[src/rtl/i2c_arbitro_transacciones.sv]
// Round-robin arbiter placing two CPU requesters onto one I2C transaction generator.
// It latches the winning requester's operands, strobes the generator and returns the result.
module i2c_arbitro_transacciones #(
    parameter int TIMEOUT_CYCLES = 1023,
    parameter int CNT_W          = 10
) (
    input  logic        clk_arbitro,
    input  logic        rst_arbitro,
    input  logic [1:0]  REQ,
    input  logic [1:0]  RNW_REQ,
    input  logic [6:0]  ADDR_REQ0,
    input  logic [6:0]  ADDR_REQ1,
    input  logic [15:0] WR_DATA_REQ0,
    input  logic [15:0] WR_DATA_REQ1,
    output logic [1:0]  GNT,
    output logic [1:0]  DONE,
    output logic [1:0]  ERR,
    output logic [15:0] RD_DATA,
    output logic        START_STB,
    output logic [6:0]  I2C_ADDR,
    output logic        RNW,
    output logic [15:0] WR_DATA,
    input  logic        GEN_BUSY,
    input  logic        GEN_DONE,
    input  logic        GEN_NACK,
    input  logic [15:0] GEN_RD_DATA
);

    typedef enum logic [1:0] {IDLE, START, ESPERA, RESPUESTA} state_t;

    // The counter holds k-1 during the k-th ESPERA cycle, so the last permitted cycle is TIMEOUT_CYCLES-1.
    localparam logic [CNT_W-1:0] CNT_LAST = CNT_W'(TIMEOUT_CYCLES - 1);

    state_t            state_q, state_d;
    logic [1:0]        gnt_q, gnt_d;
    logic              last_q, last_d;
    logic [6:0]        addr_q, addr_d;
    logic              rnw_q, rnw_d;
    logic [15:0]       wdata_q, wdata_d;
    logic [15:0]       rd_q, rd_d;
    logic              status_q, status_d;
    logic [CNT_W-1:0]  cnt_q, cnt_d;
    logic              win;

    always_ff @(posedge clk_arbitro or posedge rst_arbitro) begin
        if (rst_arbitro) begin
            state_q  <= IDLE;
            gnt_q    <= 2'b00;
            last_q   <= 1'b1;
            addr_q   <= 7'h00;
            rnw_q    <= 1'b0;
            wdata_q  <= 16'h0000;
            rd_q     <= 16'h0000;
            status_q <= 1'b0;
            cnt_q    <= '0;
        end else begin
            state_q  <= state_d;
            gnt_q    <= gnt_d;
            last_q   <= last_d;
            addr_q   <= addr_d;
            rnw_q    <= rnw_d;
            wdata_q  <= wdata_d;
            rd_q     <= rd_d;
            status_q <= status_d;
            cnt_q    <= cnt_d;
        end
    end

    always_comb begin
        state_d  = state_q;
        gnt_d    = gnt_q;
        last_d   = last_q;
        addr_d   = addr_q;
        rnw_d    = rnw_q;
        wdata_d  = wdata_q;
        rd_d     = rd_q;
        status_d = status_q;
        cnt_d    = cnt_q;
        // Under contention the requester not granted last wins; otherwise the lone requester wins.
        win      = (REQ == 2'b11) ? ~last_q : REQ[1];

        case (state_q)
            IDLE: begin
                if (REQ != 2'b00 && !GEN_BUSY) begin
                    gnt_d   = win ? 2'b10 : 2'b01;
                    last_d  = win;
                    addr_d  = win ? ADDR_REQ1 : ADDR_REQ0;
                    rnw_d   = RNW_REQ[win];
                    wdata_d = win ? WR_DATA_REQ1 : WR_DATA_REQ0;
                    state_d = START;
                end
            end
            START: begin
                cnt_d   = '0;
                state_d = ESPERA;
            end
            ESPERA: begin
                cnt_d = cnt_q + 1'b1;
                if (GEN_DONE) begin
                    rd_d     = GEN_RD_DATA;
                    status_d = GEN_NACK;
                    state_d  = RESPUESTA;
                end else if (cnt_q == CNT_LAST) begin
                    rd_d     = 16'h0000;
                    status_d = 1'b1;
                    state_d  = RESPUESTA;
                end
            end
            RESPUESTA: begin
                gnt_d   = 2'b00;
                state_d = IDLE;
            end
            default: state_d = IDLE;
        endcase
    end

    assign GNT       = gnt_q;
    assign START_STB = (state_q == START);
    assign DONE      = (state_q == RESPUESTA) ? gnt_q : 2'b00;
    assign ERR       = (state_q == RESPUESTA && status_q) ? gnt_q : 2'b00;
    assign RD_DATA   = rd_q;
    assign I2C_ADDR  = addr_q;
    assign RNW       = rnw_q;
    assign WR_DATA   = wdata_q;

endmodule

[config.mk]
export PLATFORM = sky130hd
export DESIGN_NAME = i2c_arbitro_transacciones
export DESIGN_NICKNAME = d
export VERILOG_FILES = /design/src/rtl/i2c_arbitro_transacciones.sv
export SDC_FILE = /design/constraint.sdc
export NUM_CORES = 1
export LEC_CHECK = 0
export BUFFER_PORTS_ARGS = -buffer_cell sky130_fd_sc_hd__buf_4
export CORE_MARGIN = 4
export CORE_UTILIZATION = 45
export DETAILED_ROUTE_END_ITERATION = 12
export PLACE_DENSITY = 0.81
export SLEW_MARGIN = 0
export SYNTH_ARGS = -nofsm -noshare
export SYNTH_HDL_FRONTEND = slang
export SYNTH_SLANG_ARGS = --single-unit
[constraint.sdc]
create_clock -name clk_arbitro -period 4.9 [get_ports clk_arbitro]
set_input_delay 1.225 -clock clk_arbitro [delete_from_list [all_inputs] [get_ports clk_arbitro]]
set_output_delay 1.225 -clock clk_arbitro [all_outputs]
set_load 0.02 [all_outputs]
=== Yosys cells after proc, flatten, opt, wreduce, memory -nomap -nowiden ===
Index checks and enable logic that the tools add are counted.

* Add/sub/neg operators: 1
* Order comparisons: 1
* Equality and inequality tests: 7
* Muxes and demuxes: 19
* Bitwise operators: 1
* Reduce and logical (&&, ||, !) cells: 12

{| class="wikitable"
|+ Operator list
! kind !! number
|-
| 16-bit 2-to-1 mux || 3
|-
| 10-bit case mux with 2 select lines || 1
|-
| 2-bit 2-to-1 mux || 7
|-
| 10-bit by 1-bit adder with 10-bit output, second input constant || 1
|-
| 10-bit == test, second input constant || 1
|-
| 2-bit case mux with 4 select lines || 1
|-
| 2-bit AND reduction || 4
|-
| 2-bit nonzero test || 4
|-
| 7-bit 2-to-1 mux || 1
|-
| 2-bit == test, second input constant || 3
|-
| 1-bit 2-to-1 mux || 5
|-
| 2-bit case mux with 2 select lines || 1
|-
| 3-bit inequality test, second input constant || 1
|-
| 2-bit by 1-bit == test with 1-bit output, second input constant || 1
|-
| 1-bit logical AND || 2
|-
| 2-bit logical NOT || 1
|-
| 1-bit by 2-bit < comparator with 1-bit output, second input constant || 1
|-
| 2-bit inequality test, second input constant || 1
|-
| 1-bit logical NOT || 1
|-
| 1-bit NOT || 1
|}

* Register bits after elaboration: 56
* Input port bits: 71
* Output and inout port bits: 47
* Logic and storage cells: 50

=== Longest topological paths before layout ===
Gate-level depths: netlist (run 1).

* Depth after elaboration: 5
* Mapped depth: 8

=== Least setup slack after synthesis (run 1) ===
No wires, ideal clock.

* Path type: input-to-reg
* Start point: input port REQ[1]
* End point: register gnt_q[1] (netlist: GNT[1])
* Setup time: 121 ps
* Arrival: 2,082 ps
* Data required time: 4,779 ps
* Slack: 2,697 ps
* Stages on the path: 6
* Path buffers: 2
* Cell sequence: o21bai_1 -> or2_1 -> clkbuf_1 -> buf_2 -> nor2_1 -> a22o_1

* Cells in the longest elaborated chain, start to end: 5
* Elaborated cells between the ends (all ways): 9

{| class="wikitable"
|+ Ends and longest elaborated chain
! what !! RTL line !! text
|-
| start: declaration || 9 || <nowiki>input logic [1:0] REQ,</nowiki>
|-
| 2-bit == test || 80 || <nowiki>win = (REQ == 2'b11) ? ~last_q : REQ[1];</nowiki>
|-
| 1-bit 2-to-1 mux || 80 ||
|-
| 2-bit 2-to-1 mux || 85 || <nowiki>gnt_d = win ? 2'b10 : 2'b01;</nowiki>
|-
| 2-bit 2-to-1 mux || 84 || <nowiki>if (REQ != 2'b00 && !GEN_BUSY) begin</nowiki>
|-
| 2-bit case mux with 2 select lines || 82 || <nowiki>case (state_q)</nowiki>
|-
| end signal: assignment || 58 || <nowiki>gnt_q <= gnt_d;</nowiki>
|-
| end: declaration || 35 || <nowiki>logic [1:0] gnt_q, gnt_d;</nowiki>
|}

Parallel ways exist; a longest one is shown, timed or not. The select of a mux whose other input is x is not followed.
A chain may end at the register's enable or synchronous reset.

=== Final worst setup path (run 1) ===
* Start point: register state_q[0]
* End point: output port ERR[0]

* Cells in the longest elaborated chain, start to end: 3

{| class="wikitable"
|+ Ends and longest elaborated chain
! what !! RTL line !! text
|-
| start: declaration || 34 || <nowiki>state_t state_q, state_d;</nowiki>
|-
| start signal: assignment || 57 || <nowiki>state_q <= state_d;</nowiki>
|-
| 2-bit == test || 120 || <nowiki>assign ERR = (state_q == RESPUESTA && status_q) ? gnt_q : 2'b00;</nowiki>
|-
| 1-bit logical AND || 120 ||
|-
| 2-bit 2-to-1 mux || 120 ||
|-
| end: declaration || 17 || <nowiki>output logic [1:0] ERR,</nowiki>
|}

No other way between the ends.

==> summary.md, run 1 <==
| Metric | Value |
|---|---|
| # IOs | `between 100 and 150` |
| Starting Density | `0.469` |
| Wirelength, routed | `6300 microns` |
| GPL Wtd Cong | `0.808` |
| Slowest cell delay on critical path | `440 ps` |
| Post-DP HPWL | `approximately 4800 microns` |
| Hold Buf Count CTS | `0` |
| Avg WL per Cell | `14.8 microns` |
| CTS tree | `done` |
| WHS Path Cells | `2` |
| Setup bufs post-CTS | `0` |
| CORE AREA | `approximately 0.0055 sq mm` |
| Final Hold Viols | `0` |
| Synth top area share | `0.530` |
| CP Launch Type | `register` |
| Gr ovfl total | `0` |
| Worst EP required | `roughly 3700 ps` |
| Vias in the first global route | `2247` |
| Setup CP Type | `reg2out` |
| Worst-case clock buffer depth | `2` |
| Syn nets | `317` |
| Met3 global-route usage | `0.0494` |
| Total global-route track usage | `0.182` |
| N_diodes | `0` |
| Die extent in y | `approximately 84 microns` |
| Fraction of layout cells with a size suffix above 1 | `0.382` |
| Starting DRT DRC Count | `between 100 and 150` |
| Ys async rst share | `1.00` |
| Critical Path AT | `1420 ps` |
| Vias after detailed routing | `between 2000 and 2500` |
| Die width | `84.0 microns` |
| Sum of negative setup slack | `0 ps` |
| Most used flip-flop cell after synthesis | `dfrtp_1` |
| CP cell instances | `ha_1 > and3_1 > buf_4` |
| Initial antenna violation count | `0` |
| Sequential power share | `0.374` |
| Max frequency | `~380 MHz` |
| Final min period | `approximately 2600 ps` |
| Top Usage Layer GRT | `met2` |
| Placed Area | `0.00352 sq mm` |
| Area leader, netlist | `dfrtp_1` |
| Fin. max-slew vios | `0` |
| Top cells by count, synth | `dfrtp_1 (55), nand2_1 (31), o21ai_0 (29), mux2i_1 (24), a22o_1 (17)` |
| VDD IR max | `between 0.0002 and 0.0003 V` |
| Grt met1 use | `0.218` |
| CTS Sinks | `56` |
| Endpoint class of the critical path | `primary output` |
| Period utilisation layout | `0.539` |
| Vias per cell | `5.12` |
| H-Tree Depth | `2` |
| Register area share after synthesis | `0.540` |
| Synth unique cells | `37` |
| Switching share of total power | `0.399` |
| Slew HR | `0.267` |
| PostCTS Resize Cnt | `0` |
| Number of routed nets with antenna violations | `0` |
| Syn_area_per_cell | `between 10 and 15 sq um` |
| Worst reg-to-reg path cell count | `5` |
| Hold Path Class | `reg2reg` |
| Drt first pass iters | `4` |
| Status | `completed` |
| GRT met2 Usage | `0.315` |
| Combinational Power Share | `0.476` |
| RSZ-0062 raised after global routing | `false` |
| Number of remaining DRC errors | `0` |
| Synth area leaders | `dfrtp_1 (53%), mux2i_1 (9.3%), a22o_1 (5.7%)` |
| Pwr per Cell Area | `~560 mW/mm^2` |
| Tightest Pin Transition | `roughly 1100 ps` |
| Largest net degree at the start of global routing | `40` |
| Layout Cell Area excl Fill | `approximately 0.0036 sq mm` |
| Setup Viol. Count Final | `0` |
| Netlist Area Pre-Place | `between 0.002 and 0.003 sq mm` |
| Worst-skew pair later-pin latency | `approximately 310 ps` |
| Max_cap viols | `0` |
| YS warnings | `0` |
| Clock transition at path regs | `110 ps` |
| Layout area overhead | `40.0%` |
| Final Skew | `between 15 and 20 ps` |
| Clock power share | `0.150` |
| Post-Synthesis Cells | `roughly 240` |
| DIE AREA | `around 0.007 sq mm` |
| Top-count cell post-synth | `dfrtp_1` |
| Pint | `1.23 mW` |
| I/O Buffers | `around 120` |
| Cell Rows | `27` |
| P_sw | `between 0.8 and 0.9 mW` |
| Synthesized flop and latch total | `56` |
| Leak | `around 1.9 nW` |
| NumNets Final | `430` |
| Post-synth EDFFs | `0` |
| Slowest CP cell | `dfrtp_1` |
| Root Driver | `clkbuf_8` |
| Crit path max fanout | `7` |
| First-pass GRT wire length | `about 11000 microns` |
| Inserted Clock Buffers | `5` |
worst max-delay path: cells and delay by family, from the launching register on:
family	cells	cell delay (ps)
adders and majority gates	1	300
and+or+nand+nor	1	210
DFF	1	440
buffers and inverters	1	160
registers in the layout, indices dropped and copies added (netlist names):
name,cells
last_q,1
RNW,1
GNT,2
WR_DATA,16
cnt_q,10
RD_DATA,16
state_q,2
I2C_ADDR,7
status_q,1
stage by stage:
stage / power, mW / instances / setup WS (ps) / hold slack (ps) / utilization
floorplan: 1.34 / 239 / 2310 / 499 / -
global route: 2.18 / 425 / 2200 / 509 / 0.656
global placement: 1.72 / 417 / 2220 / 463 / 0.635
CTS: 2.06 / 425 / 2260 / 496 / 0.656
detailed placement: 1.75 / 417 / 2190 / 472 / 0.635
finish: 2.04 / 425 / 2260 / 488 / 0.656
cells in the final DEF (no fill, tap or decap), types with 5 or more instances in the layout:
cell type	instances
nor2_1	5
mux2i_1	24
buf_4	119
inv_1	9
ha_1	7
nand3_1	9
dfrtp_1	55
a22o_1	17
o21ai_0	29
nand2_1	31
clkbuf_8	5
power by group through the flow:
stage / Sequential [mW] / Combinational [mW] / Clock (mW)
3_5_place_dp: 0.771 / 0.978 / 0
4_1_cts: 0.763 / 0.985 / 0.315
2_1_floorplan: 0.944 / 0.398 / 0
3_3_place_gp: 0.764 / 0.957 / 0
6_report: 0.765 / 0.973 / 0.306
5_1_grt: 0.791 / 1.06 / 0.335
per-layer routing:
metal	share of wire	wire length, microns
met5	0	0
met4	0.020	129
met3	0.068	427
met2	0.52	3260
met1	0.39	2490
layout make-up:
type                       count  area (sq um)
tap                           72          90.1
fill                         448          1900
sequential                    56          1400
inverter                      10          37.5
multi-input combinational    160          1100
clock inverter                 3          47.5
timing repair buffer         119           893
clock buffer                   5          68.8
path summary, 6_finish.rpt:
path	slack, ps	endpoint	start
min in group asynchronous	910	RD_DATA[3]	rst_arbitro
hold / removal	490	I2C_ADDR[6]	I2C_ADDR[6]
hold reg to reg	490	I2C_ADDR[6]	I2C_ADDR[6]
setup reg to reg	2520	RD_DATA[12]	state_q[0]
max in group asynchronous	3150	last_q	rst_arbitro
setup / recovery	2260	ERR[0]	state_q[0]
logic make-up after synthesis:
family,count (synthesis),synth area share
adder cells (fa/ha/maj),7,0.0337
XOR/XNOR,2,0.00675
flip-flops,56,0.540
multiplexers,26,0.101
AND/OR/NAND/NOR,63,0.116
buffers and inverters,23,0.0419
AO/OA/AOI/OAI,62,0.160
Power figures use the tool's default switching activity.
==> inputs of run 2 (changes only) <==
CORE_UTILIZATION = 42   (was 45)
PLACE_DENSITY = 0.8   (was 0.81)
clock period = 2.4 ns   (was 4.9 ns; I/O delays follow)
==> run 2 against run 1 <==
  * Non-clock buffer count increased by 5
  * Highest routed layer unchanged
  * Global-route usage decreased by 0.94 points
  * Clock power up 100%
  * Register-to-register slack worse by 2000 ps
  * Total power up 110%
  * Sequential share of layout area down 0.51 points
  * Final cell count up 1.9%
  * Cell area grew 1.3%
  * Worst setup slack worse by 1800 ps
==> summary.md, run 2 (same netlist as run 1, synthesis figures left out) <==
| Metric | Value |
|---|---|
| Fraction of layout cells with a size suffix above 1 | `0.391 (was 0.382)` |
| Clock transition at path regs | `100 ps (was 110 ps)` |
| Worst EP required | `1800 ps (was 3670 ps)` |
| Final Skew | `4.95 ps (was 15.1 ps)` |
| Placed Area | `0.00357 sq mm (was 0.00352 sq mm)` |
| VDD IR max | `0.000611 V (was 0.000289 V)` |
| Die extent in y | `86.6 microns (was 84.0 microns)` |
| Total global-route track usage | `0.173 (was 0.182)` |
| Slowest cell delay on critical path | `430 ps (was 440 ps)` |
| Fin. max-slew vios | `0 (unchanged)` |
| Design Power | `4.19 mW (was 2.04 mW)` |
| GPL Wtd Cong | `0.786 (was 0.808)` |
| Vias per cell | `5.07 (was 5.12)` |
| PostCTS Resize Cnt | `0 (unchanged)` |
| Commonest cells after routing, fill and taps aside | `buf_4 (123), dfrtp_1 (55), nand2_1 (31) (was buf_4 (119), dfrtp_1 (55), nand2_1 (31))` |
| Starting DRT DRC Count | `79 (was 119)` |
| Final Hold Viols | `0 (unchanged)` |
| CP cell instances | `ha_1 > and3_1 > buf_4 (unchanged)` |
| Status | `completed (unchanged)` |
| Setup bufs post-CTS | `0 (unchanged)` |
| Max_cap viols | `0 (unchanged)` |
| Smallest hold slack | `311 ps (was 488 ps)` |
| Leak | `1.92 nW (was 1.89 nW)` |
| Root Driver | `clkbuf_8 (unchanged)` |
| Inserted Clock Buffers | `5 (unchanged)` |
| Sum of negative setup slack | `0 ps (unchanged)` |
| CTS tree | `done (unchanged)` |
| # IOs | `118 (unchanged)` |
| Number of remaining DRC errors | `0 (unchanged)` |
| I/O Buffers | `117 (unchanged)` |
| Die width | `86.6 microns (was 84.0 microns)` |
| Largest net degree at the start of global routing | `35 (was 40)` |
| Layout area overhead | `41.9% (was 40.0%)` |
| Setup Viol. Count Final | `0 (unchanged)` |
| Fillcell total | `486 (was 448)` |
| Post-DP HPWL | `5030 microns (was 4780 microns)` |
| H-Tree Depth | `2 (unchanged)` |
| Slew HR | `0.668 (was 0.267)` |
| Fin worst setup slack | `447 ps (was 2260 ps)` |
| NumNets Final | `435 (was 430)` |
| Vias after detailed routing | `2196 (was 2178)` |
| Tightest Pin Transition | `497 ps (was 1100 ps)` |
| Crit path max fanout | `7 (unchanged)` |
| Util after Layout | `0.619 (was 0.656)` |
| Hold Path Class | `in2async (was reg2reg)` |
| Pre-CTS setup slack | `558 ps (was 2190 ps)` |
| Worst-skew pair later-pin latency | `310 ps (about the same)` |
| Vias in the first global route | `2179 (was 2247)` |
| Commonest non-fill, non-tap cell in the layout | `buf_4 (unchanged)` |
| Period utilisation layout | `0.814` |
| Initial antenna violation count | `0 (unchanged)` |
| Non-filler instance count after layout | `433 (was 425)` |
| Final min period | `between 1500 and 2000 ps` |
| CP Launch Type | `register (unchanged)` |
| Layout Cell Area excl Fill | `0.00368 sq mm (was 0.00364 sq mm)` |
| Number of routed nets with antenna violations | `0 (unchanged)` |
| Wirelength, routed | `6480 microns (was 6300 microns)` |
| Cell Rows | `28 (was 27)` |
| CORE AREA | `0.00596 sq mm (was 0.00554 sq mm)` |
| First-pass GRT wire length | `10400 microns (was 10600 microns)` |
| Starting Density | `0.436 (was 0.469)` |
| Pwr per Cell Area | `1140 mW/mm^2 (was 562 mW/mm^2)` |
| Worst-case clock buffer depth | `2 (unchanged)` |
| Gr ovfl total | `0 (unchanged)` |
| DIE AREA | `0.00750 sq mm (was 0.00705 sq mm)` |
| RSZ-0062 raised after global routing | `false (unchanged)` |
| Cell Count Post-Placement | `425 (was 417)` |
| Setup CP Type | `reg2out (unchanged)` |
| Slowest CP cell | `dfrtp_1 (unchanged)` |
| CTS Sinks | `56 (unchanged)` |
| Endpoint class of the critical path | `primary output (unchanged)` |
| N_diodes | `0 (unchanged)` |
| Critical Path AT | `1350 ps (was 1420 ps)` |
| Drt first pass iters | `4 (unchanged)` |
| Max frequency | `between 500 and 600 MHz` |
| Hold Buf Count CTS | `0 (unchanged)` |
| Avg WL per Cell | `15.0 microns (was 14.8 microns)` |
-- run 2: layout make-up --
| cell class | count | area, sq um | share of cell area |
|---|---|---|---|
| Sequential cell | 56 | 1400 | 0.381 |
| Multi-Input combinational cell | 160 | 1100 | 0.297 |
| Timing Repair Buffer | 124 | 943 | 0.256 |
| Tap cell | 75 | 93.8 | 0.0255 |
| Clock buffer | 5 | 68.8 | 0.0187 |
| Clock inverter | 3 | 42.5 | 0.0115 |
| Inverter | 10 | 37.5 | 0.0102 |
-- run 2: final timing paths --
path	startpoint	end	slack, ps	cells past startpoint
max	state_q[0]	ERR[0]	450	3
min	rst_arbitro	RD_DATA[0]	310	2
max reg2reg	state_q[0]	cnt_q[5]	570	5
min reg2reg	WR_DATA[0]	WR_DATA[0]	490	2
max in group asynchronous	rst_arbitro	last_q	1470	3
min in group clk_arbitro	WR_DATA[0]	WR_DATA[0]	490	2
-- run 2: critical path: cells and delay by family (launching register included) --
family	cells	cell delay, ps
flops	1	430
fa+ha+maj	1	280
simple gates	1	190
buf+inv	1	150
-- run 2: metal layers --
metal,wire length (microns),up-vias,global-route usage
met5,0,-,0
met4,102,0,0.0552
met3,443,10,0.0352
met2,3350,73,0.300
met1,2580,1031,0.216
li1,-,1082,-
-- run 2: power by group --
group | total (mW) | internal (mW) | switching (mW)
combinational | 2.02 | 0.895 | 1.12
sequential | 1.56 | 1.32 | 0.239
clock | 0.614 | 0.309 | 0.305
==> inputs of run 3 (changes only) <==
CORE_UTILIZATION = 45   (was 42)
PLACE_DENSITY = 0.81   (was 0.8)
clock period = 1.8 ns   (was 2.4 ns; I/O delays follow)
==> run 3 against run 2 <==
  * Count of clock-buffer cells in the layout up 1
  * Die area down 6.1%
  * Hold slack worse by 210 ps
  * Utilization up 5.1 points
  * Via count up 0.64%
  * Total power up 33%
  * Critical path type unchanged
==> summary.md, run 3 (same netlist as run 1, synthesis figures left out) <==
| Metric | Value |
|---|---|
| Status | `completed (unchanged)` |
| Number of routed nets with antenna violations | `0 (unchanged)` |
| Vias per cell | `5.14 (was 5.07)` |
| VDD IR max | `0.000726 V (was 0.000611 V)` |
| N_diodes | `0 (unchanged)` |
| Fillcell total | `456 (was 486)` |
| Design Power | `5.56 mW (was 4.19 mW)` |
| Setup Viol. Count Final | `0 (unchanged)` |
| CP Launch Type | `register (unchanged)` |
| RR Startpoint | `state_q[0] (unchanged)` |
| Slowest CP cell | `dfrtp_1 (unchanged)` |
| Worst-skew pair later-pin latency | `310 ps (about the same)` |
| Post-DP HPWL | `5010 microns (was 5030 microns)` |
| Final min period | `~1800 ps` |
| Cell family with most CP delay | `flip-flops (unchanged)` |
| Tightest Pin Transition | `673 ps (was 497 ps)` |
| Grt met1 use | `0.212 (was 0.216)` |
| Pre-CTS setup slack | `-83.7 ps (was 558 ps)` |
| Commonest non-fill, non-tap cell in the layout | `buf_4 (unchanged)` |
| Hold Buf Count CTS | `0 (unchanged)` |
| Placed Area | `0.00359 sq mm (was 0.00357 sq mm)` |
| Commonest cells after routing, fill and taps aside | `buf_4 (119), dfrtp_1 (55), nand2_1 (31) (was buf_4 (123), dfrtp_1 (55), nand2_1 (31))` |
| Worst reg-to-reg path cell count | `5 (unchanged)` |
| Vias in the first global route | `2370 (was 2179)` |
| Drt first pass iters | `4 (unchanged)` |
| Fin worst setup slack | `48.6 ps (was 447 ps)` |
| Initial antenna violation count | `0 (unchanged)` |
| Worst-case clock buffer depth | `2 (unchanged)` |
| Cell Rows | `27 (was 28)` |
| Fraction of layout cells with a size suffix above 1 | `0.397 (was 0.391)` |
| Crit path depth | `4 (was 3)` |
| Setup bufs post-CTS | `0 (unchanged)` |
| Critical Path AT | `1300 ps (was 1350 ps)` |
| I/O Buffers | `117 (unchanged)` |
| Non-filler instance count after layout | `430 (was 433)` |
| R2R Setup Slk | `110 ps (was 570 ps)` |
| Fin. max-slew vios | `0 (unchanged)` |
| Crit Reg-Reg Endpoint | `RD_DATA[11] (was cnt_q[5])` |
| CP cell instances | `buf_6 > ha_4 > and2_1 > buf_4 (was ha_1 > and3_1 > buf_4)` |
| Max frequency | `571 MHz` |
| # IOs | `118 (unchanged)` |
| Final Skew | `9.47 ps (was 4.95 ps)` |
| Top Usage Layer GRT | `met2 (unchanged)` |
| Layout area overhead | `42.9% (was 41.9%)` |
| Starting Density | `0.469 (was 0.436)` |
| Pwr per Cell Area | `1500 mW/mm^2 (was 1140 mW/mm^2)` |
| CORE AREA | `0.00554 sq mm (was 0.00596 sq mm)` |
| Vias after detailed routing | `2210 (was 2196)` |
| H-Tree Depth | `2 (unchanged)` |
| Clock transition at path regs | `100 ps (about the same)` |
| Avg WL per Cell | `15.1 microns (was 15.0 microns)` |
| First-pass GRT wire length | `10900 microns (was 10400 microns)` |
| Max_cap viols | `0 (unchanged)` |
| Total global-route track usage | `0.188 (was 0.173)` |
| Worst Path Buf+Inv | `2 (was 1)` |
| Final Hold Viols | `0 (unchanged)` |
| Gr ovfl total | `0 (unchanged)` |
| Die width | `84.0 microns (was 86.6 microns)` |
| Slew HR | `0.551 (was 0.668)` |
| Endpoint class of the critical path | `primary output (unchanged)` |
| Period utilisation layout | `0.973` |
| Starting DRT DRC Count | `87 (was 79)` |
| Slowest cell delay on critical path | `400 ps (was 430 ps)` |
| Met3 global-route usage | `0.0405 (was 0.0352)` |
| Number of remaining DRC errors | `0 (unchanged)` |
| Inserted Clock Buffers | `5 (unchanged)` |
| CTS Sinks | `56 (unchanged)` |
| Crit path max fanout | `7 (unchanged)` |
| NumNets Final | `435 (unchanged)` |
| Wirelength, routed | `6480 microns (about the same)` |
| Layout Cell Area excl Fill | `0.00371 sq mm (was 0.00368 sq mm)` |
| Worst EP required | `1350 ps (was 1800 ps)` |
| Largest net degree at the start of global routing | `52 (was 35)` |
| Setup CP Type | `reg2out (unchanged)` |
| RSZ-0062 raised after global routing | `true (was false)` |
| Cell Count Post-Placement | `422 (was 425)` |
| GPL Wtd Cong | `0.807 (was 0.786)` |
| Root Driver | `clkbuf_8 (unchanged)` |
| DIE AREA | `0.00705 sq mm (was 0.00750 sq mm)` |
| Worst setup path startpoint | `state_q[0] (unchanged)` |
| GRT met2 Usage | `0.336 (was 0.300)` |
| Util after Layout | `0.670 (was 0.619)` |
| CTS tree | `done (unchanged)` |
| Die extent in y | `84.0 microns (was 86.6 microns)` |
| Leak | `1.91 nW (was 1.92 nW)` |
| Hold Path Class | `in2async (unchanged)` |
run 3: layout make-up:
type | count | area (sq um) | area share
clock buffer | 6 | 72.6 | 0.0196
tap | 72 | 90.1 | 0.0243
timing repair buffer | 124 | 967 | 0.261
inverter | 10 | 41.3 | 0.0111
clock inverter | 2 | 12.5 | 0.00337
multi-input combinational | 160 | 1120 | 0.303
sequential | 56 | 1400 | 0.378
run 3: worst max path at each step:
stage                              to  slack (ps)
after floorplan            state_q[1]         230
after global placement    RD_DATA[15]           3
after detailed placement  RD_DATA[13]         -80
after CTS                      ERR[1]           6
after global routing           ERR[0]          -1
final                         DONE[0]          50
run 3: what timing repair did:
| item | CTS | global route |
|---|---|---|
| gates cloned | 0 | 0 |
| setup endpoints to repair | 21 | 7 |
| gates resized for setup | 3 | 5 |
| pin swaps | 0 | 0 |
| hold endpoints to repair | 0 | 0 |
run 3: power breakdown:
group	internal (mW)	switching, mW
clock network	0.273	0.388
registers	1.76	0.311
logic	1.30	1.53
run 3: metrics by stage:
stage	setup TNS [ps]	hold WS (ps)
3_5_place_dp	-1210	440
3_3_place_gp	0	433
5_1_grt	-1.30	98.4
6_report	0	96.8
4_1_cts	0	101
2_1_floorplan	0	499
run 3: worst register-to-register path: stages (launching register included):
cell,delay [ps]
dfrtp_1,400
inv_1,150
ha_1,190
inv_1,90
nor2_2,550
a22o_1,250
run 3: metal layers:
layer,vias to the layer above,part of all wire
li1,1082,-
met1,1036,0.39
met2,73,0.52
met3,19,0.060
met4,0,0.031
met5,-,0
